===== config.mk =====
export PLATFORM = sky130hd
export DESIGN_NAME = uart_rx_top
export DESIGN_NICKNAME = d
export VERILOG_FILES = /design/src/rtl/uart_pkg.sv /design/src/rtl/uart_rx_sync.sv /design/src/rtl/uart_rx_top.sv
export SDC_FILE = /design/constraint.sdc
export NUM_CORES = 1
export LEC_CHECK = 0
export CAP_MARGIN = 15
export CORE_MARGIN = 10
export CORE_UTILIZATION = 48
export DETAILED_ROUTE_END_ITERATION = 8
export GPL_TIMING_DRIVEN = 0
export PLACE_DENSITY = 0.7
export SLEW_MARGIN = 30
export SYNTH_ARGS = -nofsm -noshare
export SYNTH_HDL_FRONTEND = slang
export SYNTH_HIERARCHICAL = 1
export SYNTH_SLANG_ARGS = --single-unit

===== constraint.sdc =====
create_clock -name clk -period 4.7 [get_ports clk]
set_input_delay 1.41 -clock clk [delete_from_list [all_inputs] [get_ports clk]]
set_output_delay 1.41 -clock clk [all_outputs]
set_load 0.03 [all_outputs]

===== src/rtl/uart_pkg.sv =====
// Shared UART definitions: receive FSM states, word-length decode, parity helper.
package uart_pkg;

    localparam int unsigned OSR_DEFAULT = 16;

    typedef enum logic [2:0] {
        IDLE,
        START,
        DATA,
        PARITY,
        STOP,
        BREAK_WAIT
    } rx_state_t;

    // Number of data bits selected by the word-length field (5..8).
    function automatic logic [3:0] wls_bits(input logic [1:0] wls);
        return 4'(5) + 4'(wls);
    endfunction

    // Expected parity bit for the active data bits of a character.
    function automatic logic parity_bit(input logic [7:0] data,
                                        input logic [1:0] wls,
                                        input logic       eps,
                                        input logic       sticky_parity);
        logic [7:0] mask;
        logic       x;
        mask = 8'hFF >> (2'd3 - wls);
        x    = ^(data & mask);
        if (sticky_parity)
            return ~eps;
        return eps ? x : ~x;
    endfunction

endpackage


===== src/rtl/uart_rx_sync.sv =====
// Multi-flop synchroniser for the asynchronous rx pin; resets to the idle level.
module uart_rx_sync #(
    parameter int unsigned SYNC_STAGES = 2
) (
    input  logic clk,
    input  logic rst,
    input  logic d,
    output logic q
);

    logic [SYNC_STAGES-1:0] ff;

    // Shift the pin through the chain; idle-high on reset.
    always_ff @(posedge clk) begin
        if (rst)
            ff <= '1;
        else
            ff <= {ff[SYNC_STAGES-2:0], d};
    end

    assign q = ff[SYNC_STAGES-1];

endmodule


===== src/rtl/uart_rx_top.sv =====
// UART receiver: start detect, mid-bit sampling, parity/stop check, one push per frame.
module uart_rx_top
    import uart_pkg::*;
#(
    parameter int unsigned SYNC_STAGES = 2,
    parameter int unsigned OSR         = OSR_DEFAULT
) (
    input  logic       clk,
    input  logic       rst,
    input  logic       baud_pulse,
    input  logic       rx,
    input  logic       pen,
    input  logic       eps,
    input  logic       sticky_parity,
    input  logic [1:0] wls,
    output logic [7:0] dout,
    output logic       push,
    output logic       pe,
    output logic       fe,
    output logic       bi
);

    localparam int unsigned CW = $clog2(OSR);
    localparam logic [CW-1:0] HALF_LAST = CW'(OSR / 2 - 1);
    localparam logic [CW-1:0] FULL_LAST = CW'(OSR - 1);

    rx_state_t     state;
    logic [CW-1:0] cnt;
    logic [2:0]    bitcnt;
    logic [7:0]    shreg;
    logic          par_s;
    logic [1:0]    cfg_wls;
    logic          cfg_pen;
    logic          cfg_eps;
    logic          cfg_sticky;
    logic          rx_s;
    logic          brk_c;

    uart_rx_sync #(.SYNC_STAGES(SYNC_STAGES)) u_sync (
        .clk (clk),
        .rst (rst),
        .d   (rx),
        .q   (rx_s)
    );

    // Break: all data, parity (if any) and the stop sample are zero.
    assign brk_c = (shreg == 8'h00) && (!cfg_pen || !par_s) && !rx_s;

    // Receive FSM with tick counter, bit counter, shifter and registered outputs.
    always_ff @(posedge clk) begin
        if (rst) begin
            state      <= IDLE;
            cnt        <= '0;
            bitcnt     <= '0;
            shreg      <= '0;
            par_s      <= 1'b0;
            cfg_wls    <= '0;
            cfg_pen    <= 1'b0;
            cfg_eps    <= 1'b0;
            cfg_sticky <= 1'b0;
            dout       <= '0;
            push       <= 1'b0;
            pe         <= 1'b0;
            fe         <= 1'b0;
            bi         <= 1'b0;
        end else begin
            push <= 1'b0;
            if (baud_pulse) begin
                case (state)
                    IDLE: begin
                        if (!rx_s) begin
                            cnt        <= '0;
                            bitcnt     <= '0;
                            shreg      <= '0;
                            par_s      <= 1'b0;
                            cfg_wls    <= wls;
                            cfg_pen    <= pen;
                            cfg_eps    <= eps;
                            cfg_sticky <= sticky_parity;
                            state      <= START;
                        end
                    end
                    START: begin
                        if (cnt == HALF_LAST) begin
                            cnt   <= '0;
                            state <= rx_s ? IDLE : DATA;
                        end else begin
                            cnt <= cnt + CW'(1);
                        end
                    end
                    DATA: begin
                        if (cnt == FULL_LAST) begin
                            cnt           <= '0;
                            shreg[bitcnt] <= rx_s;
                            if ({1'b0, bitcnt} == wls_bits(cfg_wls) - 4'd1) begin
                                bitcnt <= '0;
                                state  <= cfg_pen ? PARITY : STOP;
                            end else begin
                                bitcnt <= bitcnt + 3'd1;
                            end
                        end else begin
                            cnt <= cnt + CW'(1);
                        end
                    end
                    PARITY: begin
                        if (cnt == FULL_LAST) begin
                            cnt   <= '0;
                            par_s <= rx_s;
                            state <= STOP;
                        end else begin
                            cnt <= cnt + CW'(1);
                        end
                    end
                    STOP: begin
                        if (cnt == FULL_LAST) begin
                            cnt   <= '0;
                            push  <= 1'b1;
                            dout  <= shreg;
                            fe    <= ~rx_s;
                            pe    <= cfg_pen &
                                     (par_s != parity_bit(shreg, cfg_wls, cfg_eps, cfg_sticky));
                            bi    <= brk_c;
                            state <= brk_c ? BREAK_WAIT : IDLE;
                        end else begin
                            cnt <= cnt + CW'(1);
                        end
                    end
                    BREAK_WAIT: begin
                        if (rx_s)
                            state <= IDLE;
                    end
                    default: state <= IDLE;
                endcase
            end
        end
    end

endmodule


==> key figures, run 1 <==
STA
  – Final min period: ~2.8 ns
  – Fmax: around 360 MHz
  – Slew Viols, Final: 0
  – Post-Route Hold Slack: between 0.4 and 0.5 ns
  – Slew HR: about 63%
  – TNS Setup: 0 ns
  – Final Setup Violations: 0
  – RSZ-0062 raised after global routing: false
  – Final count of hold timing violations: 0
  – Skew final: between 0.007 and 0.008 ns
  – Period utilisation layout: 59.2%
  – Worst-margin pin slew: between 0.5 and 0.6 ns

Clocking
  – Clk slew on worst S/H paths: approximately 0.080 ns
  – Post-CTS Setup Inserts: 0
  – Num CTS Buffers: 5
  – Clk root buf: clkbuf_8
  – Worst-Skew Late Latency: 0.29 ns
  – # hold bufs at CTS: 0
  – CTS resizes: 0
  – Longest Clk Path Bufs: 2
  – H-Tree Level Count: 2
  – TritonCTS clock tree: built
  – CTS Sinks: 38

Layout
  – Most frequent cells in the layout: 38 x dfxtp_1, 35 x nor2_1, 31 x a21oi_1
  – Commonest non-fill, non-tap cell in the layout: dfxtp_1
  – # nets final: approximately 280
  – Finished Layout Cells: around 310
  – Final Cell Area: between 0.002 and 0.0025 mm2
  – Share of post-route cells with drive strength above 1: about 8.0%
  – Syn-to-layout area delta: 18.4%
  – Antenna diodes: 0

Critical path
  – Top Family by Delay on Critical Path: buffers and inverters
  – Worst R2R Path Depth: 7
  – R2r startpoint: shreg[2]
  – CP arrival: roughly 3 ns
  – Worst setup EP type: flip-flop
  – Slowest cell delay on critical path: roughly 0.6 ns
  – Setup slack, reg-to-reg: approximately 2.7 ns
  – CP Launch Type: primary input
  – Slowest-stage cell, CP: clkdlybuf4s50_1
  – Setup CP Type: in -> reg
  – Buf/Inv on CP: 1
  – Critical path required time: approximately 4.9 ns
  – Reg-to-reg endpoint: pe
  – Crit path max fanout: 8
  – Critical-path cell list: clkdlybuf4s50_1 > o211ai_1 > or3_1 > a21o_1 > a21oi_1

Synth
  – Top-area cell type share of the netlist area: 39.0%
  – Post-synth EDFFs: 0
  – Synthesis-stage register bit count: 38
  – Cells after synthesis: 235
  – Sequential element share of the synthesized area: between 30% and 40%
  – Fraction of registers with async set/reset: 0%
  – Top post-synthesis cells by area: dfxtp_1 39%, a21oi_1 8.0%, nor2_1 6.7%, mux2i_1 5.7%, o21ai_0 4.1%
  – Mean post-synth cell area: between 8 and 9 um2
  – Synthesized area: about 0.0019 mm2
  – Syn Nets: 248
  – Synth warnings: 6
  – Post-synth top area cell: dfxtp_1
  – Yosys cell types: 44
  – Dominant synthesized flop cell: dfxtp_1

Die
  – Row Count: 23
  – Ports: 21
  – Die Area: roughly 0.007 mm2
  – Chip width: 83.7 um
  – Core box area: a little under 0.004 mm2
  – Die Y: around 84 um
  – Initial core utilization: between 40 and 50%

Placement
  – GPL Wtd Cong: slightly above 0.9
  – Dpl cells: just over 300
  – Hpwl dp: between 3000 and 4000 um
  – Port bufs: 20
  – Placed Area: 0.00221 mm2

Drt
  – Antenna Nets Post-Route: 0
  – Vias: about 1700
  – DRC: 0
  – DR vias/cell: roughly 5.4
  – Wire per inst: 13.9 um
  – Post-Route WL: about 4300 um
  – First-pass DRT Iterations: 4
  – 1st-iter DRT viols: 60

GRT
  – Overall Global Routing Usage: about 13%
  – Largest net degree at the start of global routing: 13
  – GR Overflow Total: 0
  – First-pass GRT wire length: ~7600 um
  – Vias in the first global route: around 1600
  – Initial antenna violation count: 0

Worst hold path
  – Hold worst-path end: u_sync/ff[1]
  – Worst min-delay path startpoint: u_sync/ff[0]
  – Hold path depth: 1
  – Hold Path Class: reg -> reg

Flow run
  – Maxcap violations: 0

Run status
  – Result of the run: complete, no violations

Pwr
  – Leak: a little over 0.8 nW
  – Worst VDD drop: 0.240 mV
  – Pwr Total: 0.000605 W
  – Pwr per Cell Area: between 200 and 300 mW/mm2
-- routing by layer --
layer / track usage [%] / wire [um] / part of all wire [%] / vias up
met2: 20.1 / 1930 / 44 / 31
met5: 0 / 0 / 0 / -
met1: 15.8 / 2140 / 49 / 782
li1: - / - / - / 881
met3: 3.71 / 206 / 4.7 / 8
met4: 5.48 / 75 / 1.7 / 0
-- registers in the layout, summed over array words and instances, names as in the netlist --
register and flops:
u_sync/ff 2, cfg_wls 2, bi 1, push 1
cfg_pen 1, fe 1, bitcnt 3, par_s 1
cfg_eps 1, shreg 8, cnt 4, dout 8
pe 1, cfg_sticky 1, state 3
-- worst max path at each step --
stage | start | end | slack [ns] | cells after the start
floorplan | baud_pulse | cnt[3] | 2.43 | 4
global placement | baud_pulse | cnt[3] | 1.62 | 5
detailed placement | baud_pulse | cnt[3] | 1.61 | 5
CTS | baud_pulse | cnt[3] | 1.91 | 5
global route | baud_pulse | cnt[2] | 1.79 | 4
finish | baud_pulse | cnt[3] | 1.92 | 5
-- area by class of cell --
| cell class | count | area, um2 |
|---|---|---|
| repair buffers | 20 | 200 |
| clock inverters | 2 | 12.5 |
| flip-flops and latches | 38 | 761 |
| plain buffers | 15 | 76.3 |
| inverters | 7 | 26.3 |
| clock buffers | 6 | 82.6 |
| well taps | 50 | 62.6 |
| fillers | 387 | 1670 |
| multi-input cells | 175 | 1080 |
-- where the power goes --
| part | internal (W) | switching, W |
|---|---|---|
| combinational | 0.0000179 | 0.0000233 |
| clock | 0.000118 | 0.000119 |
| sequential | 0.000324 | 0.00000296 |
-- stage by stage --
step,utilization [%],setup WS (ns)
floorplan,-,2.43
global placement,55.7,1.62
detailed placement,55.7,1.61
CTS,58.1,1.91
global route,58.1,1.79
finish,58.1,1.92
-- cell usage after synthesis, types with 3 or more instances --
| library cell | n |
|---|---|
| nand2_1 | 18 |
| clkbuf_1 | 7 |
| nor2_1 | 35 |
| nand2b_1 | 3 |
| xnor2_1 | 3 |
| ha_1 | 4 |
| dfxtp_1 | 38 |
| a21oi_1 | 31 |
| or3_1 | 3 |
| inv_1 | 7 |
| buf_4 | 4 |
| nand3_1 | 5 |
| nor2b_1 | 4 |
| nor3_1 | 3 |
| mux2i_1 | 11 |
| o21ai_0 | 16 |
| nand3b_1 | 3 |
| nand4_1 | 4 |
| buf_2 | 4 |
| a31oi_1 | 3 |
-- cell families (layout without fill, tap and decap cells) --
family / count (synthesis) / count (layout) / synth area share [%]
buf+inv: 22 / 50 / 5.27
mux: 12 / 12 / 6.81
compound gates: 61 / 61 / 18.3
flops: 38 / 38 / 39.0
simple gates: 92 / 92 / 24.6
fa+ha+maj: 4 / 4 / 2.57
xor+xnor: 6 / 6 / 3.40
Power figures use the tool's default switching activity.
==> inputs of run 2 (changes only) <==
- PLACE_DENSITY: 0.7 -> 0.72
- clock period: 4.7 -> 2.3 ns (I/O delays scaled with it)
==> key figures, run 2 (synthesis results as in run 1) <==
Clocking
  – # hold bufs at CTS: 0 (unchanged)
  – TritonCTS clock tree: built (unchanged)
  – Worst-Skew Late Latency: 0.29 ns (about the same)
  – CTS resizes: 0 (unchanged)
  – Num CTS Buffers: 5 (unchanged)
  – Clk slew on worst S/H paths: 0.07 ns (was 0.08 ns)
  – Post-CTS Setup Inserts: 0 (unchanged)
  – Clk root buf: clkbuf_8 (unchanged)
  – H-Tree Level Count: 2 (unchanged)
  – CTS Sinks: 38 (unchanged)
  – Longest Clk Path Bufs: 2 (unchanged)

Pwr
  – Clk pwr share: 47.4% (was 39.1%)
  – Internal power: 0.00113 W (was 0.000460 W)
  – Leak: 0.839 nW (was 0.818 nW)
  – Switching Share: 20.8% (was 24.0%)
  – Sw power: 0.000297 W (was 0.000145 W)
  – Sequential share of power: 46.7% (was 54.1%)
  – Pwr Total: 0.00143 W (was 0.000605 W)
  – Worst VDD drop: 0.397 mV (was 0.240 mV)
  – Gate power share: 5.9% (was 6.8%)
  – Pwr per Cell Area: 609 mW/mm2 (was 263 mW/mm2)

Critical path
  – Reg-to-reg endpoint: pe (unchanged)
  – CP Launch Type: primary input (unchanged)
  – Critical path required time: 2.52 ns (was 4.92 ns)
  – Worst setup EP type: flip-flop (unchanged)
  – Crit path capture: cnt[3] (unchanged)
  – Worst setup path start: baud_pulse (unchanged)
  – Worst R2R Path Depth: 7 (unchanged)
  – Slowest-stage cell, CP: clkdlybuf4s50_1 (unchanged)
  – Setup slack, reg-to-reg: 0.31 ns (was 2.70 ns)
  – Slowest cell delay on critical path: 0.60 ns (was 0.61 ns)
  – Critical-path cell list: clkdlybuf4s50_1 > o211ai_1 > or3_1 > a21o_1 > a21oi_1 (unchanged)
  – Setup CP Type: in -> reg (unchanged)
  – Crit path max fanout: 8 (unchanged)
  – R2r startpoint: shreg[3] (was shreg[2])
  – CP arrival: 2.26 ns (was 3.01 ns)

Layout
  – Biggest regs: dout: 8 flops, shreg: 8 flops, cnt: 4 flops (unchanged)
  – Antenna diodes: 0 (unchanged)
  – Most frequent cells in the layout: 38 x dfxtp_1, 35 x nor2_1, 31 x a21oi_1 (unchanged)
  – Fillers: 377 (was 387)
  – Syn-to-layout area delta: 20.6% (was 18.4%)
  – Commonest non-fill, non-tap cell in the layout: dfxtp_1 (unchanged)
  – Share of post-route cells with drive strength above 1: 7.98% (unchanged)
  – # nets final: 275 (unchanged)

Die
  – Chip width: 83.7 um (unchanged)
  – Core box area: 0.00397 mm2 (unchanged)
  – Die Area: 0.00701 mm2 (unchanged)
  – Initial core utilization: 49.1% (unchanged)
  – Die Y: 83.7 um (unchanged)
  – Row Count: 23 (unchanged)
  – Ports: 21 (unchanged)

STA
  – Slew HR: 65.0% (was 63.5%)
  – Fmax: about 490 MHz
  – Worst-margin pin slew: 0.523 ns (was 0.546 ns)
  – Slew Viols, Final: 0 (unchanged)
  – Final min period: approximately 2.0 ns
  – Final setup margin: 0.263 ns (was 1.92 ns)
  – Period utilisation layout: 88.6%
  – Final Setup Violations: 0 (unchanged)
  – Final count of hold timing violations: 0 (unchanged)
  – Skew final: 0.00603 ns (was 0.00768 ns)
  – Post-Route Hold Slack: 0.410 ns (was 0.409 ns)
  – RSZ-0062 raised after global routing: false (unchanged)

Placement
  – Place WS: -0.0613 ns (was 1.61 ns)
  – Port bufs: 20 (unchanged)
  – Hpwl dp: 3150 um (was 3170 um)
  – GPL Wtd Cong: 0.914 (was 0.916)

GRT
  – Overall Global Routing Usage: 12.4% (was 12.8%)
  – GR Overflow Total: 0 (unchanged)
  – First-pass GRT wire length: 7420 um (was 7640 um)
  – Initial antenna violation count: 0 (unchanged)
  – Largest net degree at the start of global routing: 14 (was 13)
  – Vias in the first global route: 1622 (was 1638)

Drt
  – Wire per inst: 13.7 um (was 13.9 um)
  – Antenna Nets Post-Route: 0 (unchanged)
  – 1st-iter DRT viols: 59 (was 60)
  – DR vias/cell: 5.32 (was 5.44)
  – First-pass DRT Iterations: 4 (unchanged)
  – Vias: 1664 (was 1702)
  – Post-Route WL: 4280 um (was 4340 um)
  – DRC: 0 (unchanged)

Flow run
  – Maxcap violations: 0 (unchanged)

Run status
  – Result of the run: complete, no violations (unchanged)

Worst hold path
  – Hold Path Class: reg -> reg (unchanged)
run 2: cell types whose count changed in the layout (fill, tap and decap cells not counted), sizes merged:
cell and delta:
bufinv +2, clkbuf -1, clkinvlp -1
run 2: cell type report:
type / instances / area (um2) / area share (%)
clock inverter: 3 / 68.8 / 2.93
buffer: 15 / 76.3 / 3.25
tap: 50 / 62.6 / 2.66
timing repair buffer: 20 / 200 / 8.52
multi-input combinational: 175 / 1080 / 46.2
clock buffer: 5 / 68.8 / 2.93
inverter: 7 / 26.3 / 1.12
sequential: 38 / 761 / 32.4
run 2: how the worst min path moves through the flow:
stage / depth (start not counted) / startpoint / to / slack [ns]
finish: 1 / u_sync/ff[0] / u_sync/ff[1] / 0.41
global placement: 1 / u_sync/ff[0] / u_sync/ff[1] / 0.39
detailed placement: 1 / u_sync/ff[0] / u_sync/ff[1] / 0.40
CTS: 1 / u_sync/ff[0] / u_sync/ff[1] / 0.42
global route: 1 / u_sync/ff[0] / u_sync/ff[1] / 0.44
floorplan: 1 / u_sync/ff[0] / u_sync/ff[1] / 0.38
run 2: metrics by stage:
| stage | utilization (%) | cell area [um2] | instances | setup TNS, ns |
|---|---|---|---|---|
| final | 59.1 | 2350 | 313 | 0 |
| after global routing | 59.1 | 2350 | 313 | 0 |
| after CTS | 59.1 | 2350 | 313 | 0 |
| after detailed placement | 55.7 | 2210 | 305 | -0.148 |
| after global placement | 55.7 | 2210 | 305 | -0.0192 |
| after floorplan | - | 1950 | 235 | 0 |
run 2: critical path: cells and delay by family:
family	cells	cell delay, ns
compound gates	3	0.56
buf+inv	1	0.60
simple gates	1	0.41
run 2: power by group through the flow:
stage / clock (W) / combinational (W) / sequential [W]
2_1_floorplan: 0 / 0.0000544 / 0.000682
3_3_place_gp: 0 / 0.0000828 / 0.000684
3_5_place_dp: 0 / 0.0000837 / 0.000684
4_1_cts: 0.000698 / 0.0000841 / 0.000668
5_1_grt: 0.000720 / 0.0000940 / 0.000669
6_report: 0.000679 / 0.0000838 / 0.000669
run 2: metal layers:
| layer | vias to the layer above | wire length [um] | track usage [%] |
|---|---|---|---|
| met5 | - | 0 | 0 |
| met4 | 0 | 46 | 4.11 |
| met3 | 5 | 169 | 3.91 |
| met2 | 28 | 1960 | 20.5 |
| met1 | 754 | 2100 | 14.8 |
| li1 | 877 | - | - |
==> inputs of run 3 (changes only) <==
- HOLD_SLACK_MARGIN: default -> 0.05
==> results of run 3 <==
No change in the layout: final DEF, timing and power equal those of run 2.
